$ cat src/rtl/csr_pkg.sv
// Shared constants and types for the counter CSRs.
// Holds the CSR address map, the mcountinhibit bit indices, the split
// 64-bit counter type and the ALU counter-read opcodes (also used by ALU decode).
package csr_pkg;

   localparam int unsigned HALF_W = 32;
   localparam int unsigned CNT_W  = 64;
   localparam int unsigned INH_W  = 3;

   // Machine-mode read/write counters
   localparam logic [11:0] CSR_MCYCLE        = 12'hB00;
   localparam logic [11:0] CSR_MCYCLEH       = 12'hB80;
   localparam logic [11:0] CSR_MINSTRET      = 12'hB02;
   localparam logic [11:0] CSR_MINSTRETH     = 12'hB82;
   localparam logic [11:0] CSR_MCOUNTINHIBIT = 12'h320;

   // User-level read-only shadows
   localparam logic [11:0] CSR_CYCLE         = 12'hC00;
   localparam logic [11:0] CSR_CYCLEH        = 12'hC80;
   localparam logic [11:0] CSR_INSTRET       = 12'hC02;
   localparam logic [11:0] CSR_INSTRETH      = 12'hC82;

   // mcountinhibit bit positions
   localparam int unsigned INH_CY = 0;
   localparam int unsigned INH_IR = 2;

   // ALU counter-read opcodes
   localparam logic [1:0] ALU_RDCYCLE    = 2'd0;
   localparam logic [1:0] ALU_RDCYCLEH   = 2'd1;
   localparam logic [1:0] ALU_RDINSTRET  = 2'd2;
   localparam logic [1:0] ALU_RDINSTRETH = 2'd3;

   typedef struct packed {
      logic [HALF_W-1:0] hi;
      logic [HALF_W-1:0] lo;
   } cnt64_t;

endpackage

$ cat src/rtl/csr_counter64.sv
// 64-bit free-running counter with independently loadable halves.
// Ports: clk, rst (async high), inc_en (count this edge), we_lo/we_hi
// (load wdata into one half; suppresses the increment), wdata, count (registered).
module csr_counter64
   import csr_pkg::*;
#(
   parameter logic [CNT_W-1:0] RST_VAL = '0
) (
   input  logic              clk,
   input  logic              rst,
   input  logic              inc_en,
   input  logic              we_lo,
   input  logic              we_hi,
   input  logic [HALF_W-1:0] wdata,
   output cnt64_t            count
);

   logic [CNT_W-1:0] count_q;

   // A write to either half wins over the increment; the other half holds.
   always_ff @(posedge clk or posedge rst) begin
      if (rst) begin
         count_q <= RST_VAL;
      end else if (we_lo) begin
         count_q[HALF_W-1:0] <= wdata;
      end else if (we_hi) begin
         count_q[CNT_W-1:HALF_W] <= wdata;
      end else if (inc_en) begin
         count_q <= count_q + CNT_W'(1);
      end
   end

   assign count = count_q;

endmodule

$ cat src/rtl/csr_counter_unit.sv
// Cycle / instret counter unit: owns both 64-bit counters and mcountinhibit,
// exposes them to the ALU and services machine-mode CSR accesses.
// Ports: clk, rst (async high), retire_valid (WB retire strobe),
// csr_we/csr_re/csr_addr/csr_wdata (CSR access), csr_rdata/csr_illegal
// (combinational response), cycle_o/instret_o (registered counter values).
module csr_counter_unit
   import csr_pkg::*;
#(
   parameter int unsigned     XLEN    = 32,
   parameter logic [63:0]     CNT_RST = 64'h0
) (
   input  logic            clk,
   input  logic            rst,
   input  logic            retire_valid,
   input  logic            csr_we,
   input  logic            csr_re,
   input  logic [11:0]     csr_addr,
   input  logic [XLEN-1:0] csr_wdata,
   output logic [XLEN-1:0] csr_rdata,
   output logic            csr_illegal,
   output logic [63:0]     cycle_o,
   output logic [63:0]     instret_o
);

   cnt64_t            cycle_q;
   cnt64_t            instret_q;
   logic [INH_W-1:0]  inhibit_q;
   logic              addr_rw;
   logic              addr_ro;
   logic              wr_ok;
   logic [HALF_W-1:0] wdata_h;
   logic [HALF_W-1:0] rdata_h;
   logic              cy_we_lo, cy_we_hi, ir_we_lo, ir_we_hi, inh_we;

   assign wdata_h = HALF_W'(csr_wdata);

   // Address classification
   always_comb begin
      addr_rw = 1'b0;
      addr_ro = 1'b0;
      case (csr_addr)
         CSR_MCYCLE, CSR_MCYCLEH, CSR_MINSTRET, CSR_MINSTRETH,
         CSR_MCOUNTINHIBIT:                                     addr_rw = 1'b1;
         CSR_CYCLE, CSR_CYCLEH, CSR_INSTRET, CSR_INSTRETH:      addr_ro = 1'b1;
         default: ;
      endcase
   end

   // Only writes to RW addresses touch state; illegal writes are dropped.
   assign wr_ok    = csr_we & addr_rw;
   assign cy_we_lo = wr_ok & (csr_addr == CSR_MCYCLE);
   assign cy_we_hi = wr_ok & (csr_addr == CSR_MCYCLEH);
   assign ir_we_lo = wr_ok & (csr_addr == CSR_MINSTRET);
   assign ir_we_hi = wr_ok & (csr_addr == CSR_MINSTRETH);
   assign inh_we   = wr_ok & (csr_addr == CSR_MCOUNTINHIBIT);

   assign csr_illegal = ~rst & ((csr_we & ~addr_rw) | (csr_re & ~(addr_rw | addr_ro)));

   // mcountinhibit: only CY and IR are implemented, bit 1 is hardwired to 0
   always_ff @(posedge clk or posedge rst) begin
      if (rst) begin
         inhibit_q <= '0;
      end else if (inh_we) begin
         inhibit_q <= {wdata_h[INH_IR], 1'b0, wdata_h[INH_CY]};
      end
   end

   csr_counter64 #(.RST_VAL(CNT_RST)) u_cycle (
      .clk    (clk),
      .rst    (rst),
      .inc_en (~inhibit_q[INH_CY]),
      .we_lo  (cy_we_lo),
      .we_hi  (cy_we_hi),
      .wdata  (wdata_h),
      .count  (cycle_q)
   );

   csr_counter64 #(.RST_VAL(CNT_RST)) u_instret (
      .clk    (clk),
      .rst    (rst),
      .inc_en (retire_valid & ~inhibit_q[INH_IR]),
      .we_lo  (ir_we_lo),
      .we_hi  (ir_we_hi),
      .wdata  (wdata_h),
      .count  (instret_q)
   );

   // Read mux sees the pre-edge register values, so a same-cycle write is not visible.
   always_comb begin
      rdata_h = '0;
      if (csr_re && !rst) begin
         case (csr_addr)
            CSR_MCYCLE,    CSR_CYCLE:    rdata_h = cycle_q.lo;
            CSR_MCYCLEH,   CSR_CYCLEH:   rdata_h = cycle_q.hi;
            CSR_MINSTRET,  CSR_INSTRET:  rdata_h = instret_q.lo;
            CSR_MINSTRETH, CSR_INSTRETH: rdata_h = instret_q.hi;
            CSR_MCOUNTINHIBIT:           rdata_h = HALF_W'(inhibit_q);
            default: ;
         endcase
      end
   end

   assign csr_rdata = XLEN'(rdata_h);
   assign cycle_o   = cycle_q;
   assign instret_o = instret_q;

endmodule

$ cat config.mk
export PLATFORM = sky130hd
export DESIGN_NAME = csr_counter_unit
export DESIGN_NICKNAME = d
export VERILOG_FILES = /design/src/rtl/csr_pkg.sv /design/src/rtl/csr_counter64.sv /design/src/rtl/csr_counter_unit.sv
export SDC_FILE = /design/constraint.sdc
export NUM_CORES = 1
export LEC_CHECK = 0
export BUFFER_PORTS_ARGS = -buffer_cell sky130_fd_sc_hd__buf_2
export CORE_MARGIN = 4
export CORE_UTILIZATION = 25
export CTS_BUF_LIST = sky130_fd_sc_hd__clkbuf_4
export DETAILED_ROUTE_END_ITERATION = 10
export GPL_TIMING_DRIVEN = 0
export PLACE_DENSITY = 0.49
export SYNTH_ARGS = -nofsm -noshare
export SYNTH_HDL_FRONTEND = slang
export SYNTH_SLANG_ARGS = --single-unit
$ cat constraint.sdc
create_clock -name clk -period 5.7 [get_ports clk]
set_input_delay 1.14 -clock clk [delete_from_list [all_inputs] [get_ports clk]]
set_output_delay 1.14 -clock clk [all_outputs]
set_load 0.01 [all_outputs]
==> results of run 1 <==
## per-stage QoR
stage	instances	setup TNS, ns	hold WS (ns)	power [mW]
2_1_floorplan	1019	0	0.517	1.23
3_3_place_gp	1675	-55.79	0.555	1.41
3_5_place_dp	1679	0	0.567	1.42
4_1_cts	1711	0	0.530	2.12
5_1_grt	1712	0	0.508	2.21
6_report	1713	0	0.553	2.12
## synthesized netlist by cell type (all sizes together), types with 3 or more instances
library cell and instances:
dfrtp 130, nor3 44, nand3 61, or4 5, and2 8, a22oi 60
or3 8, inv 11, nor4b 4, clkbuf 45, mux2i 3, nor2 81
nand4 39, nand2 140, xnor2 38, mux2 4, o211ai 10, and3 31
a211oi 34, o21ai 71, nor3b 3, nor4 21, buf 9, nand2b 3
and4 17, xor2 39, a311oi 9, a21oi 52
## final cells by class
class	count	area [sq um]
fill	3720	23100
multi-input combinational	824	5040
sequential	130	3250
timing repair buffer	212	1120
tap	448	561
buffer	54	234
clock inverter	14	164
clock buffer	18	135
inverter	11	45.0
antenna	2	5.00
## layer usage
metal  global-route usage  wire, um  part of all wire  vias to the layer above
li1                     -         -                 -                     4281
met1                0.342     20100              0.46                     4800
met2                0.339     18500              0.43                      447
met3               0.0546      4090             0.094                       40
met4               0.0384       618             0.014                        2
met5                    0        13           0.00030                        -
## power groups by stage
stage	clock network (mW)	registers, mW	logic [mW]
detailed placement	0	1.11	0.310
global placement	0	1.11	0.300
CTS	0.720	1.09	0.311
finish	0.715	1.09	0.310
global route	0.760	1.11	0.340
floorplan	0	1.10	0.128
## cells by family after synthesis
logic type / synth area share
and+or+nand+nor: 0.297
AOI/OAI and AO/OA: 0.200
DFF: 0.380
xor gates and xnor gates: 0.0787
buffers and inverters: 0.0321
muxes: 0.00877
adders and majority gates: 0.00292
## worst max-delay path by stage
stage	start	to	slack, ns	cells after the start
2_1_floorplan	rst	csr_rdata[0]	0.57	4
3_3_place_gp	rst	csr_rdata[6]	-1.97	6
3_5_place_dp	csr_addr[5]	csr_rdata[11]	0.20	8
4_1_cts	csr_addr[5]	csr_rdata[11]	0.20	8
5_1_grt	csr_addr[5]	csr_rdata[11]	0.01	8
6_report	csr_addr[5]	csr_rdata[11]	0.07	8
## registers in the layout, summed over array words and instances (netlist names)
register and cells:
u_cycle.count 64, inhibit_q 2, u_instret.count 64
==> impl_metrics.tcl, run 1 <==
set metrics [dict create \
    status "finished, final reports clean" \
    seq_area_frac_synth 0.380 \
    clock_sinks 130 \
    grt_pass1_vias 8991 \
    rr_endpoint "u_instret.count[60]" \
    leakagePower_nw 4.31 \
    area_growth_pct 23.3 \
    critical-path-max-stage-delay_ns 0.92 \
    syn_area_sq_um 8560 \
    fin_worst_skew_ns 0.0257 \
    finalCritPeriodShare 0.988 \
    die_area_sq_um 37300 \
    clk_latency_ns 0.56 \
    core_sq_um 33700 \
    cts_buffers 17 \
    ys_ff_latch 130 \
    drv_cap 0 \
    crit_required_ns 4.56 \
    postCtsSetupBuffers 0 \
    reg2reg_slack_ns 2.52 \
    synthFlopType "dfrtp_1" \
    grt_pass1_wl_mm 62.3 \
    cp_max_fo 10 \
    p_sw_frac 0.336 \
    drv_slew 0 \
    port_buffers 208 \
    vias_per_cell 5.59 \
    min_period_ns 5.63 \
    fmax_ghz 0.178 \
    cpMostUsedCell "buf_2" \
    finalCoreUtilization 0.313 \
    cts_tree "yes" \
    worstSetupStartpointType "input pin" \
    placed_area_sq_um 10300 \
    drtPass1Iterations 5 \
    dp_hpwl_mm 33.9 \
    worstPathBufferInverterCount 3 \
    async_flop_share 1.00 \
    tightest_slew_ns 1.32 \
    slew_headroom 0.110 \
    synth_largest_area_cell "dfrtp_1" \
    avgSynthCellArea_sq_um 8.40 \
    drt_wl_total_mm 43.3 \
    yosys-top-cells-area "dfrtp_1, nand2_1, a22oi_1" \
    grt_overflow_total 0 \
    p_int_mw 1.41 \
    htreeDepth 4 \
    hold_buffers 0 \
    clk_pin_slew_ns 0.12 \
    post_drt_wl_per_cell_um 25.3 \
    finalHoldViolations 0 \
    seq_power_share 0.516 \
    antenna_left 0 \
    hp-class "input pin to async pin" \
    crit_chain "buf_2 > nor4b_2 > o21ai_0 > nor3_1 > clkbuf_1 > a22oi_1 > a21oi_1 > buf_2" \
    rows 67 \
    yosys_warnings 0 \
    drtIter0Drc 912 \
    synth-edff-count 0 \
    antenna_found_initial 3 \
    vdd_ir_drop_max_v 0.000119 \
    ys_types 73 \
    die_h_um 193 \
    clock_tree.root_cell "clkbuf_4" \
    dr_total_vias 9570 \
    synth_cells 1019 \
    layout_commonest_cell "buf_2" \
    regToRegStartpoint "u_instret.count[4]" \
    cpMaxStageDelayCell "nor3_1" \
    start_util 0.254 \
    drive_gt1_frac 0.234 \
    pre_cts_slack_ns 0.203 \
    final_cell_mix "buf_2, nand2_1, dfrtp_1" \
    end_kind "output pin" \
    p_sw_uw 712 \
    worst_slack_ns 0.0675 \
    nets 1301 \
    ff2ff_path_depth 6 \
    io-pin-count 210 \
    power.density_nw_per_um2 201 \
    design_area_sq_um 10600 \
    chipWidth_um 193 \
    clockBufferDepth 2 \
    grt_start_max_net_pins 40 \
    clock_power_share 0.338 \
    cp.arrival_ns 4.49 \
    combPwrFrac 0.146 \
    yosys.area.top_type_share 0.380 \
    rsz0062_at_grt "no" \
    cts.repair.resized 0 \
    critPathTopFamily "simple AND/OR/NAND/NOR gates" \
    place_congestion 0.896 \
    synth_nets 1070 \
    grtUsageTotal 0.228 \
    timing_worst_setup_path_type "input pin to output pin" \
    post-route-drc-count 0 \
    setup_violations 0 \
]
(Power assumes the default switching activity.)
==> run 2, diff against run 1 <==
CORE_UTILIZATION = 40   (was 25)
PLACE_DENSITY = 0.69   (was 0.49)
==> run 2 against run 1 <==
  * Hold slack better by 0.017 ns
  * First-iteration DRC count rose by 36%
  * Critical endpoint unchanged
  * Combinational power down 3%
  * Die area decreased by 36%
  * Critical path type unchanged
  * Sequential share of layout area grew 0.99 points
  * Worst setup slack improved by 0.079 ns
  * Clock skew is 0.0088 ns lower
  * Sequential cell count unchanged
  * Count of clock-buffer cells in the layout rose by 4
==> impl_metrics.tcl, run 2 (synthesis gave the netlist of run 1 again) <==
set metrics [dict create \
    grt_overflow_total 0 \
    vias_per_cell 6.25 \
    grt_start_max_net_pins 40 \
    drtPass1Iterations 6 \
    drt_wl_total_mm 37.7 \
    clockBufferDepth 2 \
    cpMostUsedCell "buf_2" \
    port_buffers 208 \
    grt_pass1_wl_mm 55.6 \
    dp_hpwl_mm 28.7 \
    grt_pass1_vias 8839 \
    hp-class "register to register" \
    critPathTopFamily "simple AND/OR/NAND/NOR gates" \
    antenna_found_initial 3 \
    worstHoldStart "u_instret.count[43]" \
    setup_violations 0 \
    fmax_ghz 0.180 \
    timing_worst_setup_path_type "input pin to output pin" \
    reg2reg_slack_ns 2.64 \
    slew_headroom 0.132 \
    fin_worst_skew_ns 0.0169 \
    drv_slew 0 \
    worstSetupStartpointType "input pin" \
    finalCritPeriodShare 0.974 \
    nets 1300 \
    layout_commonest_cell "buf_2" \
    dp_cells 1505 \
    status "finished, final reports clean" \
    clk_pin_slew_ns 0.11 \
    die_h_um 154 \
    finalHoldWorstSlack_ns 0.571 \
    leakagePower_nw 4.27 \
    vdd_ir_drop_max_v 0.000120 \
    io-pin-count 210 \
    cts_buffers 17 \
    clock_tree.root_cell "clkbuf_4" \
    end_kind "output pin" \
    place_congestion 0.989 \
    critical-path-max-stage-delay_ns 0.79 \
    cp.arrival_ns 4.41 \
    crit_required_ns 4.56 \
    rsz0062_at_grt "no" \
    drive_gt1_frac 0.231 \
    cp_max_fo 10 \
    design_area_sq_um 10200 \
    area_growth_pct 19.5 \
    cts.repair.resized 0 \
    power.density_nw_per_um2 189 \
    start_util 0.407 \
    post_drt_wl_per_cell_um 24.5 \
    cpMaxStageDelayCell "nor3_1" \
    htreeDepth 4 \
    crit_chain "buf_2 > nor4b_2 > o21ai_0 > nor3_1 > clkbuf_1 > a22oi_1 > a21oi_1 > buf_2" \
    hold_buffers 0 \
    cts_tree "yes" \
    chipWidth_um 154 \
    finalHoldViolations 0 \
    tightest_slew_ns 1.29 \
    setup_tns_ns 0 \
    regToRegStartpoint "u_instret.count[4]" \
    grtUsageTotal 0.306 \
    drtIter0Drc 1244 \
    min_period_ns 5.55 \
    final_cell_mix "buf_2, nand2_1, dfrtp_1" \
    drv_cap 0 \
    rows 53 \
    placed_area_sq_um 10000 \
    postCtsSetupBuffers 0 \
    core_sq_um 21000 \
    clk_latency_ns 0.56 \
    post-route-drc-count 0 \
    clock_sinks 130 \
    worstPathBufferInverterCount 3 \
    antenna_left 0 \
    die_area_sq_um 23800 \
    dr_total_vias 9618 \
    startpoint "csr_addr[5]" \
    fin_cells 1538 \
    fin_total_pwr_mw 1.94 \
]
[run 2: cell types whose count changed in the layout (fill, tap and decap cells not counted), sizes merged]
| cell | previous run | this run |
|---|---|---|
| bufinv | 3 | 0 |
| inv | 11 | 10 |
| clkbuf | 63 | 67 |
| buf | 221 | 220 |
| clkinvlp | 3 | 2 |
[run 2: cell type report]
type                    instances  area (sq um)
fillers                      2114         10800
multi-input cells             824          5040
flip-flops and latches        130          3250
repair buffers                211          1100
well taps                     275           344
plain buffers                  54           234
clock buffers                  22           165
inverters                      11          45.0
clock inverters                 9          42.5
diodes                          2          5.00
[run 2: final timing paths]
path	cells past startpoint	endpoint
worst min-delay path	1	u_instret.count[43]
worst max-delay path	8	csr_rdata[11]
min in group asynchronous	2	inhibit_q[0]
worst max register to register	6	u_instret.count[60]
max in group asynchronous	4	u_instret.count[48]
worst min register to register	1	u_instret.count[43]
[run 2: routing by layer]
metal  GRT usage  part of all wire
met4       0.108             0.036
met3      0.0666              0.12
met2       0.439              0.42
met1       0.454              0.43
met5           0           0.00056
[run 2: metrics by stage]
| stage | setup slack, ns | utilization |
|---|---|---|
| detailed placement | 0.395 | 0.477 |
| floorplan | 0.571 | - |
| finish | 0.147 | 0.487 |
| global route | 0.0890 | 0.487 |
| CTS | 0.417 | 0.486 |
| global placement | -1.63 | 0.473 |
[run 2: power breakdown]
part / internal, mW / switching (mW) / total (mW)
combinational: 0.120 / 0.180 / 0.300
clock: 0.185 / 0.358 / 0.543
sequential: 0.978 / 0.115 / 1.09
